### src/rtl/pmem_loader.sv
// rtl/pmem_loader.sv - framed byte stream to 18-bit program-memory word writer
module pmem_loader #(
  parameter int ADDR_W    = 13,
  parameter int BASE_ADDR = 0,
  parameter logic [7:0] SYNC_BYTE = 8'h55
) (
  input  logic              clk,
  input  logic              rst,
  input  logic [7:0]        rx_data,
  input  logic              rx_valid,
  output logic              rx_ready,
  output logic [ADDR_W-1:0] pmem_addr,
  output logic [17:0]       pmem_wdata,
  output logic              pmem_we,
  output logic              cpu_hold,
  output logic              done,
  output logic              error
);

  // Largest word count that fits between BASE_ADDR and the top of memory.
  localparam logic [31:0] MAX_WORDS = (32'd1 << ADDR_W) - 32'(BASE_ADDR);
  localparam logic [ADDR_W-1:0] BASE = ADDR_W'(BASE_ADDR);

  typedef enum logic [3:0] {
    S_IDLE,
    S_LEN_H,
    S_LEN_L,
    S_B0,
    S_B1,
    S_B2,
    S_WR,
    S_CKS,
    S_ERR
  } state_t;

  state_t      state, next_state;
  logic [7:0]  len_h;
  logic [15:0] len;
  logic [16:0] count;
  logic [7:0]  sum;
  logic [1:0]  b0_lo;
  logic [7:0]  b1;
  logic        hs;
  logic [15:0] len_n;
  logic        oversize;
  logic        last_word;
  logic [7:0]  sum_n;

  assign hs        = rx_valid && rx_ready;
  assign len_n     = {len_h, rx_data};
  assign oversize  = {16'd0, len_n} > MAX_WORDS;
  assign last_word = (count + 17'd1) == {1'b0, len};
  assign sum_n     = sum + rx_data;

  // State register; reset drops straight back to IDLE.
  always_ff @(posedge clk or posedge rst) begin
    if (rst) state <= S_IDLE;
    else     state <= next_state;
  end

  // Byte acceptance: blocked only while writing or reporting an error.
  always_comb begin
    rx_ready = 1'b1;
    if (state == S_WR || state == S_ERR) rx_ready = 1'b0;
  end

  // Next-state decode; every byte-driven transition waits for a handshake.
  always_comb begin
    next_state = state;
    case (state)
      S_IDLE:  if (hs && rx_data == SYNC_BYTE) next_state = S_LEN_H;
      S_LEN_H: if (hs) next_state = S_LEN_L;
      S_LEN_L: begin
        if (hs) begin
          if (oversize)            next_state = S_ERR;
          else if (len_n == 16'd0) next_state = S_CKS;
          else                     next_state = S_B0;
        end
      end
      S_B0: begin
        if (hs) begin
          if (rx_data[7:2] != 6'd0) next_state = S_ERR;
          else                      next_state = S_B1;
        end
      end
      S_B1:    if (hs) next_state = S_B2;
      S_B2:    if (hs) next_state = S_WR;
      S_WR:    next_state = last_word ? S_CKS : S_B0;
      S_CKS:   if (hs) next_state = S_IDLE;
      S_ERR:   next_state = S_IDLE;
      default: next_state = S_IDLE;
    endcase
  end

  // Datapath: length, checksum, word assembly, write strobe and status flags.
  always_ff @(posedge clk or posedge rst) begin
    if (rst) begin
      len_h      <= 8'd0;
      len        <= 16'd0;
      count      <= 17'd0;
      sum        <= 8'd0;
      b0_lo      <= 2'd0;
      b1         <= 8'd0;
      pmem_addr  <= BASE;
      pmem_wdata <= 18'd0;
      pmem_we    <= 1'b0;
      cpu_hold   <= 1'b0;
      done       <= 1'b0;
      error      <= 1'b0;
    end else begin
      pmem_we <= 1'b0;
      case (state)
        S_IDLE: begin
          if (hs && rx_data == SYNC_BYTE) begin
            cpu_hold  <= 1'b1;
            done      <= 1'b0;
            error     <= 1'b0;
            sum       <= 8'd0;
            count     <= 17'd0;
            pmem_addr <= BASE;
          end
        end
        S_LEN_H: begin
          if (hs) begin
            len_h <= rx_data;
            sum   <= sum_n;
          end
        end
        S_LEN_L: begin
          if (hs) begin
            len <= len_n;
            sum <= sum_n;
          end
        end
        S_B0: begin
          if (hs) begin
            b0_lo <= rx_data[1:0];
            sum   <= sum_n;
          end
        end
        S_B1: begin
          if (hs) begin
            b1  <= rx_data;
            sum <= sum_n;
          end
        end
        S_B2: begin
          if (hs) begin
            pmem_wdata <= {b0_lo, b1, rx_data};
            pmem_we    <= 1'b1;
            sum        <= sum_n;
          end
        end
        S_WR: begin
          // The strobe is live this cycle at the current address; step afterwards.
          pmem_addr <= pmem_addr + ADDR_W'(1);
          count     <= count + 17'd1;
        end
        S_CKS: begin
          if (hs) begin
            if (sum_n == 8'd0) done  <= 1'b1;
            else               error <= 1'b1;
            cpu_hold <= 1'b0;
          end
        end
        S_ERR: begin
          error    <= 1'b1;
          cpu_hold <= 1'b0;
        end
        default: ;
      endcase
    end
  end

endmodule
### config.mk
export PLATFORM = sky130hd
export DESIGN_NAME = pmem_loader
export DESIGN_NICKNAME = d
export VERILOG_FILES = /design/src/rtl/pmem_loader.sv
export SDC_FILE = /design/constraint.sdc
export NUM_CORES = 1
export LEC_CHECK = 0
export BUFFER_PORTS_ARGS = -buffer_cell sky130_fd_sc_hd__buf_2
export CAP_MARGIN = 20
export CORE_MARGIN = 2
export CORE_UTILIZATION = 59
export DETAILED_ROUTE_END_ITERATION = 10
export PLACE_DENSITY = 0.86
export SYNTH_ARGS = -nofsm -noshare
export SYNTH_HDL_FRONTEND = slang
export SYNTH_SLANG_ARGS = --single-unit
### constraint.sdc
create_clock -name clk -period 4.64 [get_ports clk]
set_clock_uncertainty 0.2 [all_clocks]
set_input_delay 0.696 -clock clk [delete_from_list [all_inputs] [get_ports clk]]
set_output_delay 0.696 -clock clk [all_outputs]
set_load 0.01 [all_outputs]
### Word-level counts from Yosys, hierarchy flattened

Index checks and enable logic that the tools add are counted.

* register bits: 98
* output and inout port bits: 36
* logic and storage cells: 92
* bits of input ports: 11

* magnitude comparators: 1
* reduce and logical (&&, ||, !) cells: 23
* multiplexer cells: 32
* equal/unequal tests: 20
* $add $sub $neg: 3

Operators by type and width (number)
* $mux W4: 9
* $pmux W17 S2: 1
* $pmux W4 S8: 1
* $pmux W13 S2: 1
* $ne A2 B2 Y1 const B: 9
* $add A17 B1 Y17 const B: 1
* $eq A17 B16 Y1: 1
* $mux W17: 1
* $eq A4 B3 Y1 const B: 4
* $gt A16 B14 Y1 const B: 1
* $logic_not A16 Y1: 1
* $mux W8: 2
* $pmux W8 S2: 1
* $add A13 B1 Y13 const B: 1
* $mux W13: 1
* $reduce_and A2 Y1: 6
* $mux W1: 10
* $add A8 B8 Y8: 1
* $eq A4 B2 Y1 const B: 2
* $eq A8 B7 Y1 const B: 1
* $logic_not A8 Y1: 1
* $reduce_and A4 Y1: 2
* $reduce_and A7 Y1: 1
* $mux W3: 2
* 13 further kinds: 18

### Logic depth before layout (Yosys ltp)

* depth after elaboration: 7
* depth in mapped cells: 8
* mapped depth without buffers: 8

### Least setup slack after synthesis

No wires, ideal clock.

* kind: input port to flip-flop
* from: input rx_data[0]
* to: register error
* stages: 8
* buffers on the path: 0
* required time: 4.319 ns
* setup time: 0.121 ns
* data arrival time: 2.328 ns
* path slack: 1.991 ns
* path through: ha_1 -> fa_1 -> a211oi_1 -> nor2_1 -> xnor2_1 -> nor4bb_1 -> nand4_1 -> a22o_1

* cells in the longest elaborated chain, start to end: 4
* elaborated cells between the ends (all ways): 7
* classes of those cells: add/sub: 1; eq/ne: 3; reduce/logical: 3

RTL lines
* start: declaration: line 9 `input logic [7:0] rx_data,`
* $add A8 B8 Y8 or $eq A8 B7 Y1 (tied branches): line 53, 114
* $logic_not A8 Y1 or $logic_and A1 B1 Y1 (tied branches): line 161, 114
* $ne A2 B2 Y1 (no line)
* $reduce_and A4 Y1 (no line) *
* end signal: assignment: line 109 `error <= 1'b0;`
* end signal: assignment: line 162 `else error <= 1'b1;`
* end signal: assignment: line 167 `error <= 1'b1;`
* end: declaration: line 17 `output logic error`

Every way passes the cells marked *; elsewhere a longest branch is shown, timed or not.
A chain may end at the register's enable or synchronous reset.

### Worst setup path in the final report

* from: register count[0]
* to: register state[2]

* cells in the longest elaborated chain, start to end: 4

RTL lines
* start: declaration: line 39 `logic [16:0] count;`
* start signal: assignment: line 157 `count <= count + 17'd1;`
* $add A17 B1 Y17: line 52 `assign last_word = (count + 17'd1) == {1'b0, len};`
* $eq A17 B16 Y1: line 52
* $mux W3: line 88 `S_WR: next_state = last_word ? S_CKS : S_B0;`
* $pmux W4 S8: line 70 `case (state)`
* end signal: assignment: line 58 `else state <= next_state;`
* end: declaration: line 36 `state_t state, next_state;`

No other way between the ends.

==> impl_results.html <==
<table>
<tr><th>Metric</th><th>Value</th></tr>
<tr><th colspan="2">Worst setup path</th></tr>
<tr><td>CP Data Arrival Time</td><td>2.84 ns</td></tr>
<tr><td>Worst-path fanout max</td><td>8</td></tr>
<tr><td>Crit Path Class</td><td>register to register</td></tr>
<tr><td>Number of cell instances on the worst register-to-register path</td><td>6</td></tr>
<tr><td>R2r endpoint</td><td>state[2]$_DFFE_PP0P_</td></tr>
<tr><td>Kind of start point of the critical path</td><td>register</td></tr>
<tr><td>Beginning of the worst register-to-register path</td><td>count[0]$_DFFE_PP0P_</td></tr>
<tr><td>Sort of element at the end of the critical path</td><td>register</td></tr>
<tr><td>Slack of the worst reg-to-reg path</td><td>1.86 ns</td></tr>
<tr><td>Worst Path Required</td><td>4.70 ns</td></tr>
<tr><th colspan="2">Timing</th></tr>
<tr><td>Worst Max-Slew Pin Slew</td><td>1.001 ns</td></tr>
<tr><td>Setup tns final</td><td>0 ns</td></tr>
<tr><td>Fin. Hold Viols</td><td>0</td></tr>
<tr><td>Peak Freq</td><td>359.5 MHz</td></tr>
<tr><td>Final setup vio count</td><td>0</td></tr>
<tr><td>Tightest hold margin</td><td>0.2857 ns</td></tr>
<tr><td>Period utilisation layout</td><td>59.96%</td></tr>
<tr><td>Post-layout min period</td><td>2.782 ns</td></tr>
<tr><td>RSZ-0062 raised after global routing</td><td>false</td></tr>
<tr><td>Headroom to the max-slew limit</td><td>32.77%</td></tr>
<tr><td>Count of pins over their slew limit</td><td>0</td></tr>
<tr><th colspan="2">Drt</th></tr>
<tr><td>Detailed Route WL</td><td>10760 um</td></tr>
<tr><td>Number of nets with antenna violations after detailed routing</td><td>0</td></tr>
<tr><td>Wire length per cell</td><td>17.22 um</td></tr>
<tr><td>Starting DRT DRC Count</td><td>296</td></tr>
<tr><td>DRC violations left</td><td>0</td></tr>
<tr><td>First-pass detailed-route iteration total</td><td>5</td></tr>
<tr><td>Total vias in the final route</td><td>3777</td></tr>
<tr><td>DR vias/cell</td><td>6.043</td></tr>
<tr><th colspan="2">CTS</th></tr>
<tr><td>Clock insertion delay at the later pin of the skew report</td><td>0.37 ns</td></tr>
<tr><td>CTS tree</td><td>built</td></tr>
<tr><td>Deepest clock path buffer count</td><td>2</td></tr>
<tr><td>Clock buffers created by TritonCTS</td><td>9</td></tr>
<tr><td>CTS Root Buffer Type</td><td>clkbuf_8</td></tr>
<tr><td>Clock slew seen by the registers of the worst setup and hold paths</td><td>0.10 ns</td></tr>
<tr><td>Sinks on the clock net</td><td>98</td></tr>
<tr><td>Post-CTS Repair Setup Buffers</td><td>0</td></tr>
<tr><td>Hold-fix buffers at CTS</td><td>0</td></tr>
<tr><td># H-tree levels</td><td>3</td></tr>
<tr><td># resized after CTS</td><td>0</td></tr>
<tr><th colspan="2">Synthesis</th></tr>
<tr><td>Synth Instances</td><td>478</td></tr>
<tr><td>Part of the Yosys area used for sequential elements</td><td>48.24%</td></tr>
<tr><td>Most frequent cell after synthesis</td><td>dfrtp_1</td></tr>
<tr><td>Share of flip-flops with an asynchronous set or reset</td><td>100.0%</td></tr>
<tr><td>Share of the synthesized area in the top cell type</td><td>48.24%</td></tr>
<tr><td>Count of warnings emitted by yosys</td><td>0</td></tr>
<tr><td>Net count of the mapped netlist</td><td>499</td></tr>
<tr><td>Synthesized area</td><td>5084 sq um</td></tr>
<tr><td>Number of synthesized register bits</td><td>98</td></tr>
<tr><td>Top flip-flop cell by instance count after synthesis</td><td>dfrtp_1</td></tr>
<tr><td>EDFF count, synth</td><td>0</td></tr>
<tr><td>Commonest cells post-synth</td><td>dfrtp_1, o21ai_1, nor2_1</td></tr>
<tr><td>Mean area per synthesized cell</td><td>10.64 sq um</td></tr>
<tr><td>Leading area contributor after synthesis</td><td>dfrtp_1</td></tr>
<tr><td>Post-synth cell types</td><td>57</td></tr>
<tr><td>Leading cell types by total area after synthesis</td><td>dfrtp_1, mux2_1, o21ai_1</td></tr>
<tr><th colspan="2">Floorplanning</th></tr>
<tr><td>Number of rows in the core area</td><td>33</td></tr>
<tr><td>Die width</td><td>96.83 um</td></tr>
<tr><td>Height of the die</td><td>96.83 um</td></tr>
<tr><td>Top Ports</td><td>47</td></tr>
<tr><td>Placeable core area</td><td>8299 sq um</td></tr>
<tr><td>Floorplan die area</td><td>9375 sq um</td></tr>
<tr><td>Effective utilization at floorplan</td><td>61.25%</td></tr>
<tr><th colspan="2">Layout</th></tr>
<tr><td>Share of layout cells above drive strength 1</td><td>18.27%</td></tr>
<tr><td>Final core occ</td><td>66.95%</td></tr>
<tr><td>Filler Cells Inserted</td><td>621</td></tr>
<tr><td>Area Growth Syn to Fin</td><td>9.303%</td></tr>
<tr><td>Finished layout cell area</td><td>5557 sq um</td></tr>
<tr><td>Layout net count</td><td>537</td></tr>
<tr><td>Count of antenna diodes in the layout</td><td>0</td></tr>
<tr><th colspan="2">Global route</th></tr>
<tr><td>Antenna violations before repair</td><td>0</td></tr>
<tr><td>Number of global-route vias before repair</td><td>3726</td></tr>
<tr><td>Total global-route track usage</td><td>24.26%</td></tr>
<tr><td>GRT overflow</td><td>0</td></tr>
<tr><td>First-pass GRT wire length</td><td>18600 um</td></tr>
<tr><td>Maximum number of pins on one net before global-route repair</td><td>76</td></tr>
<tr><th colspan="2">Power</th></tr>
<tr><td>Total leakage power</td><td>0.002474 uW</td></tr>
<tr><td>Areal power density over the cells</td><td>615.7 nW/um^2</td></tr>
<tr><td>Total power after layout</td><td>3421 uW</td></tr>
<tr><td>IR Drop Worst-Case VDD</td><td>0.3075 mV</td></tr>
<tr><th colspan="2">Placement</th></tr>
<tr><td>Total of buffers placed on input and output ports</td><td>46</td></tr>
<tr><td>HPWL after detailed placement</td><td>7468 um</td></tr>
<tr><td>Final weighted congestion in routability-driven placement</td><td>0.8525</td></tr>
<tr><td>Cell area after placement</td><td>5378 sq um</td></tr>
<tr><th colspan="2">Outcome</th></tr>
<tr><td>Outcome</td><td>complete, no violations</td></tr>
<tr><th colspan="2">Hold path</th></tr>
<tr><td>Worst hold path class</td><td>register to register</td></tr>
<tr><td>Number of cells on the worst hold path</td><td>1</td></tr>
<tr><td>Min-Delay Startpoint</td><td>pmem_addr[12]$_DFFE_PP0P_</td></tr>
<tr><td>WHS Endpoint</td><td>pmem_addr[12]$_DFFE_PP0P_</td></tr>
<tr><th colspan="2">Flow run</th></tr>
<tr><td>Number of max-cap violations</td><td>0</td></tr>
</table>
[worst max path at each step]
stage                               startpoint                    to  slack (ns)  cells past startpoint
after detailed placement            rx_data[0]     error$_DFFE_PP0P_        1.65                      9
after global routing      count[0]$_DFFE_PP0P_  state[2]$_DFFE_PP0P_        1.66                      6
after CTS                 count[0]$_DFFE_PP0P_  state[2]$_DFFE_PP0P_        1.86                      6
after global placement              rx_data[0]     error$_DFFE_PP0P_        1.62                      9
final                     count[0]$_DFFE_PP0P_  state[2]$_DFFE_PP0P_        1.86                      6
after floorplan                            rst  b0_lo[0]$_DFFE_PP0P_        1.18                      1
[critical path: stages, from the launching register on]
cell     delay (ns)
dfrtp_1        0.48
ha_1           0.27
nand3_1        0.30
nor4_2         0.70
nand3_1        0.22
xnor2_1        0.19
o41ai_2        0.30
[cells in the final DEF (no fill, tap or decap), types with 3 or more instances in the layout]
cell type,instances
a21oi_1,12
nand3_1,24
inv_1,7
clkinvlp_4,3
nor2_1,38
xor2_1,11
nand2_1,32
o21ai_1,44
ha_1,9
nand2b_1,4
and2_1,3
nand4_1,10
o21ai_0,6
xnor2_1,22
a211oi_1,4
buf_4,3
buf_2,46
nor3_1,6
a31oi_1,8
o211ai_1,3
o31ai_1,8
o21bai_1,3
nor4_4,3
and3_1,4
or3_1,3
mux2_1,36
mux2_2,16
nor4_1,6
clkbuf_8,9
dfrtp_1,98
[metrics by stage]
stage / setup slack [ns] / instances
floorplan: 1.182 / 478
global placement: 1.616 / 609
detailed placement: 1.647 / 609
CTS: 1.859 / 624
global route: 1.662 / 625
finish: 1.858 / 625
[sequential cells by signal, indices dropped and copies added (netlist names)]
register	count
b1	8
len	16
done	1
pmem_wdata	18
pmem_we	1
cpu_hold	1
state	4
count	17
pmem_addr	13
error	1
len_h	8
b0_lo	2
sum	8
[power breakdown]
part	switching (uW)	internal, uW
sequential	429	1200
combinational	663	630
clock	301	195
[cell type report]
cell class	count	area [sq um]	area share (%)
Clock inverter	5	40.04	0.7206
Sequential cell	98	2452	44.13
Inverter	8	32.53	0.5855
Timing Repair Buffer	50	264.0	4.751
Multi-Input combinational cell	349	2509	45.15
Tap cell	105	131.4	2.364
Clock buffer	10	127.6	2.297
[logic make-up after synthesis]
kind of cell / Yosys count / share of synthesized area, %
compound gates: 101 / 12.26
xor+xnor: 33 / 5.685
buf+inv: 31 / 2.510
simple gates: 151 / 16.79
mux: 54 / 11.91
flops: 98 / 48.24
fa+ha+maj: 10 / 2.609
[layer usage]
metal / vias to the layer above / track usage, % / wire length [um]
li1: 1812 / - / -
met2: 126 / 38.14 / 5027
met5: - / 0 / 0
met4: 0 / 7.909 / 184
met3: 18 / 3.829 / 607
met1: 1821 / 34.78 / 4942
No activity file was read; power rests on OpenSTA's default activity.
